==> config.mk <==
export PLATFORM = sky130hd
export DESIGN_NAME = imem_arbiter
export DESIGN_NICKNAME = d
export VERILOG_FILES = /design/src/rtl/imem_arbiter.sv
export SDC_FILE = /design/constraint.sdc
export NUM_CORES = 1
export LEC_CHECK = 0
export ABC_CLOCK_PERIOD_IN_PS = 2150
export BUFFER_PORTS_ARGS = -buffer_cell sky130_fd_sc_hd__buf_4
export CAP_MARGIN = 20
export CORE_MARGIN = 1
export CORE_UTILIZATION = 30
export DETAILED_ROUTE_END_ITERATION = 8
export PLACE_DENSITY = 0.7
export SLEW_MARGIN = 25
export SYNTH_ARGS = -nofsm -noshare
export SYNTH_HDL_FRONTEND = slang
export SYNTH_SLANG_ARGS = --single-unit
==> constraint.sdc <==
create_clock -name clk -period 2.15 [get_ports clk]
set_input_delay 0.1075 -clock clk [delete_from_list [all_inputs] [get_ports clk]]
set_output_delay 0.1075 -clock clk [all_outputs]
set_load 0.1 [all_outputs]
==> src/rtl/imem_arbiter.sv <==
// Round-robin arbiter sharing the combinational instruction-ROM read port between
// the fetch stage (port 0) and the data/debug read path (port 1).
module imem_arbiter #(
    parameter int unsigned          A_WIDTH     = 32,
    parameter logic [A_WIDTH-1:0]   BASE        = 32'hBFC00000,
    parameter logic [A_WIDTH-1:0]   SIZE        = 32'h1000,
    parameter bit                   ALIGN_CHECK = 1'b1
) (
    input  logic               clk,
    input  logic               rst,
    input  logic               req0_valid,
    output logic               req0_ready,
    input  logic [A_WIDTH-1:0] req0_addr,
    output logic               rsp0_valid,
    input  logic               rsp0_ready,
    output logic [31:0]        rsp0_data,
    output logic               rsp0_fault,
    input  logic               req1_valid,
    output logic               req1_ready,
    input  logic [A_WIDTH-1:0] req1_addr,
    output logic               rsp1_valid,
    input  logic               rsp1_ready,
    output logic [31:0]        rsp1_data,
    output logic               rsp1_fault,
    output logic [A_WIDTH-1:0] rom_addr,
    input  logic [31:0]        rom_dout
);

    // Last legal word address, one bit wider so BASE+SIZE cannot wrap.
    localparam logic [A_WIDTH:0] LAST_WORD =
        {1'b0, BASE} + {1'b0, SIZE} - (A_WIDTH+1)'(4);

    logic        rsp0_valid_q, rsp1_valid_q;
    logic [31:0] rsp0_data_q, rsp1_data_q;
    logic        rsp0_fault_q, rsp1_fault_q;
    logic        last_grant_q;

    logic free0, free1, elig0, elig1, gnt0, gnt1;
    logic fault;

    // Handshake: a request transfers on a cycle where valid and ready are both high;
    // a response transfers when rsp valid and ready are both high. A slot that is
    // draining this cycle may be refilled in the same cycle.
    always_comb begin
        free0 = !rsp0_valid_q || rsp0_ready;
        free1 = !rsp1_valid_q || rsp1_ready;
        elig0 = req0_valid && free0;
        elig1 = req1_valid && free1;
        gnt0  = !rst && elig0 && (!elig1 || last_grant_q);
        gnt1  = !rst && elig1 && (!elig0 || !last_grant_q);
    end

    always_comb begin
        rom_addr = BASE;
        if (gnt0) begin
            rom_addr = req0_addr;
        end else if (gnt1) begin
            rom_addr = req1_addr;
        end
        fault = (rom_addr < BASE) || ({1'b0, rom_addr} > LAST_WORD) ||
                (ALIGN_CHECK && (rom_addr[1:0] != 2'b00));
    end

    always_ff @(posedge clk) begin
        if (rst) begin
            rsp0_valid_q <= 1'b0;
            rsp0_data_q  <= '0;
            rsp0_fault_q <= 1'b0;
            rsp1_valid_q <= 1'b0;
            rsp1_data_q  <= '0;
            rsp1_fault_q <= 1'b0;
            last_grant_q <= 1'b1;
        end else begin
            if (gnt0) begin
                rsp0_valid_q <= 1'b1;
                rsp0_fault_q <= fault;
                rsp0_data_q  <= fault ? 32'h0 : rom_dout;
                last_grant_q <= 1'b0;
            end else if (rsp0_valid_q && rsp0_ready) begin
                rsp0_valid_q <= 1'b0;
            end
            if (gnt1) begin
                rsp1_valid_q <= 1'b1;
                rsp1_fault_q <= fault;
                rsp1_data_q  <= fault ? 32'h0 : rom_dout;
                last_grant_q <= 1'b1;
            end else if (rsp1_valid_q && rsp1_ready) begin
                rsp1_valid_q <= 1'b0;
            end
        end
    end

    assign req0_ready = gnt0;
    assign req1_ready = gnt1;
    assign rsp0_valid = rsp0_valid_q;
    assign rsp0_data  = rsp0_data_q;
    assign rsp0_fault = rsp0_fault_q;
    assign rsp1_valid = rsp1_valid_q;
    assign rsp1_data  = rsp1_data_q;
    assign rsp1_fault = rsp1_fault_q;

endmodule

# Yosys cells after proc, flatten, opt, wreduce, memory -nomap -nowiden
# Index checks and enable logic that the tools add are counted.
# totals
input_bits	102
output_inout_bits	102
elab_cells	40
register_bits	69
# op_classes
n_mux	7
reduce_logical	24
n_lt_le_gt_ge	2
# op_table
op	count
$mux W32	3
$gt A32 B32 Y1 const B	1
$lt A32 B32 Y1 const B	1
$logic_and A1 B1 Y1	8
$logic_not A1 Y1	6
$logic_or A1 B1 Y1	6
$reduce_bool A2 Y1	3
$mux W1	4
$reduce_or A2 Y1	1

# Depth between registers and ports, before layout
# Gate-level depths: netlist (run 1).
# depth
ltp_word	12
mapped_depth	9

# Worst setup path after synthesis (run 1)
# No wires, ideal clock.
# synth_path
kind	register to output
startpoint	register rsp1_valid_q, in the netlist rsp1_valid
endpoint	output port rom_addr[10]
path_buffers	1
setup_slack_ps	-1838
arrival_ps	3880
path_stages_with_launch	7
cell_sequence	dfxtp_1 > nand2b_1 > a211oi_2 > nand2_4 > inv_2 > clkbuf_1 > a22o_1
# synth_between
elab_chain_len	7
word_cells_on_any_way	10
cone_classes	mux: 2; reduce/logical: 8
# synth_rtl
item	line_no	text
start, declared	33	logic rsp0_valid_q, rsp1_valid_q;
start signal, assigned	69	rsp1_valid_q <= 1'b0;
start signal, assigned	83	rsp1_valid_q <= 1'b1;
start signal, assigned	88	rsp1_valid_q <= 1'b0;
$logic_not A1 Y1	46	free1 = !rsp1_valid_q || rsp1_ready;
$logic_or A1 B1 Y1	46	
$logic_and A1 B1 Y1	48	elig1 = req1_valid && free1;
$logic_not A1 Y1	49	gnt0 = !rst && elig0 && (!elig1 || last_grant_q);
$logic_or A1 B1 Y1	49	
$logic_and A1 B1 Y1	49	
via req0_ready	12	output logic req0_ready,
$mux W32	55	if (gnt0) begin
end, declared	25	output logic [A_WIDTH-1:0] rom_addr,
# The timed path passes the listed nets, and every way through them passes these cells.

# Worst setup path in the final report (run 1)
# layout_path
startpoint	register last_grant_q
endpoint	register rsp0_data_q[16], in the netlist rsp0_data[16]
# layout_between
elab_chain_len	9
word_cells_on_any_way	13
cone_classes	order compare: 2; mux: 3; reduce/logical: 8
# layout_rtl
item	line_no	text
start, declared	36	logic last_grant_q;
start signal, assigned	72	last_grant_q <= 1'b1;
start signal, assigned	78	last_grant_q <= 1'b0;
start signal, assigned	86	last_grant_q <= 1'b1;
$logic_not A1 Y1	50	gnt1 = !rst && elig1 && (!elig0 || !last_grant_q);
$logic_or A1 B1 Y1	50	
$logic_and A1 B1 Y1	50	
$mux W32	57	end else if (gnt1) begin
$mux W32	55	
$lt A32 B32 Y1 or $gt A32 B32 Y1 (tied branches)	60	fault = (rom_addr < BASE) || ({1'b0, rom_addr} > LAST_WORD) ||
$logic_or A1 B1 Y1 (2 in series)	60	
$mux W32	77	rsp0_data_q <= fault ? 32'h0 : rom_dout;
end signal, assigned	77	
end, declared	34	logic [31:0] rsp0_data_q, rsp1_data_q;
# Several ways; a longest one is shown, not always the timed one.
# A chain may end at the register's enable or synchronous reset.

==> metrics.csv, run 1 <==
metric;value;unit
outcome;complete, but fails checks;
violations;setup timing;
reg2reg_depth;8;
fin_hold_ws;0.0582;ns
worstHoldStart;rst;
hold_end;rsp0_valid;
ys_top_cells_by_count;nand2_1, dfxtp_1, o31ai_2, a22o_1, clkbuf_1;
whs_path_depth;2;
drv_slew;0;
synth_top_area_share;39.0;%
clk_pin_slew;0.06;ns
firstDrtPassIters;4;
drc_errors;0;
finalNonFillerCells;747;
ys_async_sr_fraction;0;%
cp_cell_sequence;and2b_2 > a211oi_4 > buf_6 > a32o_4 > a2111o_2 > buf_12 > buf_12 > o31ai_4;
die_h;111;um
path_max_fanout;8;
fin_crit;2.18;ns
cap_violations;0;
antenna_left;0;
fillers;980;
core;11500;um2
grt_max_degree;35;
worstSetupPathType;flop to flop;
fp-row-count;39;
timing.final.ws_setup;-0.0268;ns
syn_area;3550;um2
crit_start;last_grant_q;
ys_seq_elements;69;
synth_enable_flop_cells;0;
r2r_setup_slack;-0.03;ns
synth_cell_types;39;
dpl-instance-area;5350;um2
cts_made_buffers;9;
fin_area;6340;um2
finalHoldViolCount;0;
critPathLaunchType;flop;
cts_tree;done;
gp_congestion;0.876;
area_growth;78.7;%
syn_area_per_cell;9.16;um2
viasPerCell;5.17;
fin_skew;0.00678;ns
cts_buffer_depth;2;
grt_usage;19.2;%
synth_top_area_cell;dfxtp_1;
reg2reg_from;last_grant_q;
drive_gt1_share;58.3;%
grt_pass1_vias;3730;
fin_nets;701;
vias;3861;
arrival;2.42;ns
period_share;101;%
insertion_delay;0.33;ns
die-area;12300;um2
hp-class;input pin to flop;
cts_max_level;3;
placed_cells;717;
yosys-top-cells-area;dfxtp_1, o31ai_2, nand2_1, a22o_1, buf_6;
slowest_delay;0.43;ns
reg2reg_to;rsp0_data[16];
grt_pass1_wl;18800;um
wl_per_cell;17.5;um
power.leakage;0.00266;uW
ys_seq_area_share;39.0;%
boundaryPins;204;
rsz0062_at_grt;yes;
cp_num_buf_inv;3;
start_util;30.9;%
cpMaxStageDelayCell;a2111o_2;
syn_nets;489;
worstMarginPinSlew;0.382;ns
dp_hpwl;8860;um
totalPowerFinal;4500;uW
synthMostInstantiatedCell;nand2_1;
cpMostUsedCell;buf_12;
clockRootBuffer;clkbuf_16;
path_delay_family;compound AO/OA/AOI/OAI gates;
routed_wl;13100;um
die_x;111;um
synthFlopType;dfxtp_1;
utilization;55.3;%
clock-sinks;69;
port-buffer-count;203;
diodes;0;
ir_worst_vdd;0.413;mV
relSlewSlack;73.8;%
powerDensity;711;nW/um2
synthCells;387;
ys_warn_count;0;
overflow;0;
antenna_found_initial;0;
cp.required;2.39;ns
endpoint_kind;flop;
fmax;0.459;GHz
final-setup-viol-count;12;
drtIter0Drc;192;
==> state kept, by name, indices dropped and copies added (netlist names) <==
signal	flops
last_grant_q	1
rsp1_valid	1
rsp1_data	32
rsp0_fault	1
rsp0_data	32
rsp0_valid	1
rsp1_fault	1
==> cell usage in the layout, fill, tap and decap left out, types with 3 or more instances in the layout <==
master	instances
buf_4	194
nand2_1	135
dfxtp_1	66
o31ai_2	46
buf_12	22
o31ai_4	18
clkbuf_16	16
a22o_4	11
a22o_2	9
buf_6	8
clkbuf_1	5
o22a_1	4
o2111ai_1	4
a21oi_1	4
inv_1	3
nor4b_1	3
o21ai_0	3
==> final cells by class <==
| cell class | count | area (um2) | share of cell area [%] |
|---|---|---|---|
| multi-input combinational | 280 | 2270 | 35.8 |
| timing repair buffer | 233 | 2200 | 34.8 |
| sequential | 69 | 1390 | 21.9 |
| clock buffer | 14 | 244 | 3.85 |
| tap | 143 | 179 | 2.82 |
| inverter | 6 | 37.5 | 0.592 |
| clock inverter | 2 | 10.0 | 0.158 |
==> worst max-delay path by stage <==
| stage | cells after the start | slack, ns | to |
|---|---|---|---|
| after floorplan | 6 | -0.15 | rom_addr[15] |
| after global placement | 7 | 0.11 | rsp0_data[17] |
| after detailed placement | 6 | -0.02 | rsp0_data[15] |
| after CTS | 7 | 0.0007 | rsp0_data[15] |
| after global routing | 8 | -0.06 | rsp0_data[16] |
| final | 8 | -0.03 | rsp0_data[16] |
==> cells by family after synthesis <==
| group | share of synthesized area [%] |
|---|---|
| DFF | 39.0 |
| AOI/OAI and AO/OA | 34.8 |
| buffers and inverters | 6.99 |
| and+or+nand+nor | 19.3 |
==> power breakdown <==
part / switching [uW] / internal [uW]
Clock: 521 / 778
Sequential: 29.4 / 1330
Combinational: 1240 / 611
==> routing by layer <==
metal,vias to the layer above,global-route usage [%],wire (um)
li1,1833,-,-
met1,1858,20.6,5110
met2,159,36.4,7110
met3,11,4.59,770
met4,0,6.58,112
met5,-,0,0
==> timing repair <==
item	CTS	global route
gates cloned	1	8
setup buffers	2	3
hold buffers	0	0
endpoints found under the setup margin	24	77
resized for setup	46	48
pin swaps	2	7
==> through the flow <==
stage	setup TNS [ns]	worst slack [ns]
CTS	0	0.000731
global placement	0	0.110
global route	-2.06	-0.0616
detailed placement	-0.0206	-0.0206
floorplan	-4.70	-0.154
finish	-0.113	-0.0268
(Power assumes the default switching activity.)
==> inputs of run 2 (changes only) <==
--- a/config.mk
+++ b/config.mk
@@ -5,7 +5,7 @@
 export SDC_FILE = /design/constraint.sdc
 export NUM_CORES = 1
 export LEC_CHECK = 0
-export ABC_CLOCK_PERIOD_IN_PS = 2150
+export ABC_CLOCK_PERIOD_IN_PS = 2200
 export BUFFER_PORTS_ARGS = -buffer_cell sky130_fd_sc_hd__buf_4
 export CAP_MARGIN = 20
 export CORE_MARGIN = 1
==> constraint.sdc (replaced) <==
create_clock -name clk -period 2.2 [get_ports clk]
set_input_delay 0.11 -clock clk [delete_from_list [all_inputs] [get_ports clk]]
set_output_delay 0.11 -clock clk [all_outputs]
set_load 0.1 [all_outputs]
==> run 2 against run 1 <==
  * The flow now finishes without violations
  * Sequential share of layout area fell by 0.27 points
  * Largest power group unchanged
  * Combinational power down 2%
  * Clock skew shrank 0.0027 ns
  * Critical path depth up 1
  * First-iteration DRC count is 11% higher
  * Cell count grew 0.27%
  * Wire length rose by 1.1%
  * Die area unchanged
  * Fmax fell by 0.72%
  * Sequential cell count did not move
==> metrics.csv, run 2 (synthesis results as in run 1) <==
metric;value;unit
outcome;finished clean;
whs_path_depth;3;
reg2reg_depth;9;
cts_made_buffers;9;
critPathLaunchType;flop;
met2_usage;34.4;%
worstSetupPathType;flop to flop;
relSlewSlack;72.2;%
grt_pass1_wl;18800;um
gp_congestion;0.870;
cts_max_level;3;
cp_num_buf_inv;4;
arrival;2.44;ns
utilization;56.0;%
clk_pin_slew;0.06;ns
drive_gt1_share;59.6;%
path_max_fanout;8;
grt_max_degree;35;
insertion_delay;0.32;ns
fillers;951;
rsz0062_at_grt;yes;
die_x;111;um
antenna_found_initial;0;
cap_violations;0;
viasPerCell;5.13;
drtIter0Drc;214;
boundaryPins;204;
path_delay_family;compound AO/OA/AOI/OAI gates;
clock-sinks;69;
layout_common_cells;buf_4, nand2_1, dfxtp_1;
cts_tree;done;
grt_usage;19.1;%
diodes;0;
clockRootBuffer;clkbuf_16;
cts_buffer_depth;2;
reg2reg_to;rsp0_data[2];
endpoint_kind;flop;
fp-row-count;39;
reg2reg_from;rsp1_valid;
cpMostUsedCell;buf_4;
cpMaxStageDelayCell;a2111o_2;
cp_cell_sequence;buf_4 > nand2b_4 > a211oi_4 > buf_4 > a32o_4 > a2111o_2 > buf_12 > clkbuf_16 > o31ai_4;
grt_pass1_vias;3807;
grt_busiest_layer;met2;
power.leakage;0.00269;uW
hold_end;rsp1_data[27];
slowest_delay;0.43;ns
period_share;99.7;%
fin_crit;2.19;ns
port-buffer-count;203;
placed_cells;715;
grt_util_met3;4.54;%
powerDensity;728;nW/um2
final_common_cell;buf_4;
hp-class;input pin to flop;
overflow;0;
antenna_left;0;
finalNonFillerCells;749;
ir_worst_vdd;0.434;mV
cp.required;2.44;ns
wl_per_cell;17.7;um
worstMarginPinSlew;0.411;ns
vias;3846;
routed_wl;13200;um
met1_usage;21.6;%
finalHoldViolCount;0;
firstDrtPassIters;4;
dp_hpwl;8710;um
fin_skew;0.00407;ns
r2r_setup_slack;0.007;ns
core;11500;um2
drv_slew;0;
die-area;12300;um2
area_growth;80.9;%
drc_errors;0;
die_h;111;um
fmax;0.456;GHz
fin_nets;703;
final-setup-viol-count;0;
start_util;30.9;%
worstHoldStart;rom_dout[27];
==> run 2: cell count changes in the layout (fill, tap and decap cells not counted), moves of 4 or more <==
cell / change
buf_4: +4
buf_12: -11
clkbuf_1: -4
buf_8: +10
o31ai_2: -10
o31ai_4: +10
==> run 2: timing repair <==
action                     CTS  global route
setup endpoints to repair   22            82
buffers inserted             2             8
hold buffers                 0             0
pin swaps                    2             9
gates resized for setup     28            59
cloned                       0             8
==> run 2: power breakdown <==
group          switching (uW)  internal [uW]
logic                    1240            571
clock network             537           1010
registers                28.1           1300
total                    1800           2870
==> run 2: routing by layer <==
metal / vias up / share of wire [%] / wire length (um)
met3: 25 / 5.3 / 699
li1: 1831 / - / -
met5: - / 0 / 0
met1: 1829 / 40 / 5290
met4: 0 / 2.5 / 334
met2: 161 / 52 / 6920
==> run 2: stage by stage <==
step,TNS [ns],worst slack [ns],hold WS [ns],area (um2),power (uW)
2_1_floorplan,-1.22,-0.106,0.249,3740,2500
3_3_place_gp,0,0.0976,0.380,5340,2850
3_5_place_dp,0,0.0258,0.379,5340,2860
4_1_cts,-0.00586,-0.00188,0.0341,5790,4440
5_1_grt,-2.07,-0.0639,0.0547,6420,4830
6_report,0,0.00734,0.0656,6420,4670
==> run 2: layout make-up <==
class,count,area (um2),share of cell area (%)
clock buffers,13,282,4.39
clock inverters,3,40.0,0.624
inverters,6,27.5,0.429
multi-input cells,280,2370,37.0
flip-flops and latches,69,1390,21.7
well taps,143,179,2.79
repair buffers,235,2120,33.1
==> run 2: worst max path at each step <==
stage                      start             to  slack [ns]  cells past startpoint
finish                rsp1_valid   rsp0_data[2]       0.007                      9
global route          rsp1_valid   rsp0_data[5]       -0.06                      7
CTS                 last_grant_q    rom_addr[8]      -0.002                      7
detailed placement    rsp1_valid    rom_addr[5]        0.03                      7
global placement      rsp1_valid  rsp0_data[17]         0.1                      6
floorplan             rsp0_valid   rom_addr[15]       -0.11                      6
==> run 2: worst register-to-register path: cells and delay by family (launching register included) <==
family / cells / cell delay (ns)
buf+inv: 4 / 0.66
flops: 1 / 0.34
simple gates: 1 / 0.11
compound gates: 4 / 1.02
==> inputs of run 3 (changes only) <==
--- a/config.mk
+++ b/config.mk
@@ -8,10 +8,12 @@
 export ABC_CLOCK_PERIOD_IN_PS = 2200
 export BUFFER_PORTS_ARGS = -buffer_cell sky130_fd_sc_hd__buf_4
 export CAP_MARGIN = 20
+export CELL_PAD_IN_SITES_DETAIL_PLACEMENT = 0
+export CELL_PAD_IN_SITES_GLOBAL_PLACEMENT = 2
 export CORE_MARGIN = 1
-export CORE_UTILIZATION = 30
+export CORE_UTILIZATION = 24
 export DETAILED_ROUTE_END_ITERATION = 8
-export PLACE_DENSITY = 0.7
+export PLACE_DENSITY = 0.92
 export SLEW_MARGIN = 25
 export SYNTH_ARGS = -nofsm -noshare
 export SYNTH_HDL_FRONTEND = slang
==> run 3 against run 2 <==
  * Combinational power decreased by 10%
  * Wire length decreased by 2.1%
  * Count of clock-buffer cells in the layout decreased by 3
  * Sequential share of layout area increased by 1.2 points
  * Largest power group is now the clock network
  * Design area decreased by 5.2%
  * Global-route usage decreased by 2.8 points
  * Cell count increased by 4.0%
  * Utilization decreased by 14 points
  * Hold slack got worse by 0.021 ns
==> metrics.csv, run 3 (synthesis results as in run 1) <==
metric;value;unit
hp-class;input pin to flop;
antenna_found_initial;0;
utilization;42.0;%
boundaryPins;204;
fillers;1426;
outcome;finished clean;
die_x;124;um
cts_made_buffers;9;
clk_pin_slew;0.06;ns
firstDrtPassIters;4;
viasPerCell;4.82;
power.leakage;0.00259;uW
start_util;24.5;%
totalPowerFinal;4700;uW
grt_max_degree;48;
antenna_left;0;
cap_violations;0;
multi_input_area;2110;um2
cts_hold_buffers;0;
dp_hpwl;9400;um
dp_slack;0.0518;ns
drc_errors;0;
fmax;0.465;GHz
fin_nets;692;
timing.final.ws_setup;0.0498;ns
arrival;2.40;ns
vias;3754;
rsz0062_at_grt;yes;
cp.required;2.45;ns
fin_area;6080;um2
drv_slew;0;
final-setup-viol-count;0;
routed_wl;13000;um
core;14500;um2
area_growth;71.6;%
layout_common_cells;buf_4, nand2_1, dfxtp_1;
relSlewSlack;56.9;%
period_share;97.7;%
overflow;0;
finalHoldViolCount;0;
cts_buffer_depth;2;
final_common_cell;buf_4;
drive_gt1_share;58.0;%
fin_crit;2.15;ns
critPathLaunchType;flop;
grt_pass1_wl;18800;um
grt_pass1_vias;3659;
gp_congestion;0.898;
cts_max_level;3;
clock-sinks;69;
insertion_delay;0.33;ns
dpl-instance-area;5400;um2
port-buffer-count;203;
cts_tree;done;
path_max_fanout;24;
grt_usage;16.2;%
clockRootBuffer;clkbuf_16;
die-area;15300;um2
powerDensity;772;nW/um2
wl_per_cell;16.7;um
worstSetupPathType;flop to flop;
ir_worst_vdd;0.416;mV
fp-row-count;44;
die_h;124;um
diodes;0;
endpoint_kind;flop;
worstMarginPinSlew;0.630;ns
drtIter0Drc;166;
fin_skew;0.00615;ns
seqCellArea;1390;um2
## run 3: cell types whose count changed in the layout (fill, tap and decap cells not counted), moves of 4 or more
cell,previous run,this run
buf_6,9,4
buf_4,198,194
o31ai_2,36,60
buf_8,11,15
o31ai_4,28,2
clkbuf_16,16,12
## run 3: power breakdown
part	total, uW	internal [uW]	switching [uW]
Combinational	1620	484	1140
Sequential	1320	1300	28.4
Clock	1750	1180	564
## run 3: area by class of cell
type,instances,share of cell area (%)
clock buffers,10,4.11
clock inverters,6,1.91
inverters,6,0.411
multi-input cells,280,34.8
flip-flops and latches,69,22.9
well taps,184,3.78
repair buffers,224,32.2
## run 3: worst paths after layout
kind              slack, ns           from  cells after the start       endpoint
hold reg to reg        0.46  rsp0_data[18]                      2  rsp0_data[18]
setup / recovery       0.05   last_grant_q                      7  rsp0_data[15]
setup reg to reg       0.05   last_grant_q                      7  rsp0_data[15]
hold / removal         0.04   rom_dout[18]                      3  rsp0_data[18]
## run 3: critical path, cell delays in order, from the launching register on
cell and delay [ns]:
dfxtp_2 0.33, and2b_2 0.24, a211oi_4 0.08, buf_4 0.16, a32o_4 0.31, a2111o_2 0.49
buf_12 0.20, o31ai_2 0.23
## run 3: stage by stage
stage          cells  TNS, ns  hold slack [ns]
2_1_floorplan    387    -1.22            0.249
3_3_place_gp     759        0            0.379
3_5_place_dp     759        0            0.383
4_1_cts          776        0           0.0296
5_1_grt          779  -0.0826           0.0370
6_report         779        0           0.0446
## run 3: per-layer routing
layer,part of all wire [%],up-vias,global-route usage (%)
met2,50,167,29.5
met4,2.4,0,6.40
li1,-,1805,-
met1,40,1763,17.9
met3,7.4,19,4.15
met5,0,-,0
## run 3: repair_timing
item / CTS / global route
pin swaps: 1 / 2
gates cloned: 0 / 2
resized for setup: 43 / 19
setup buffers: 1 / 1
endpoints found under the setup margin: 22 / 38
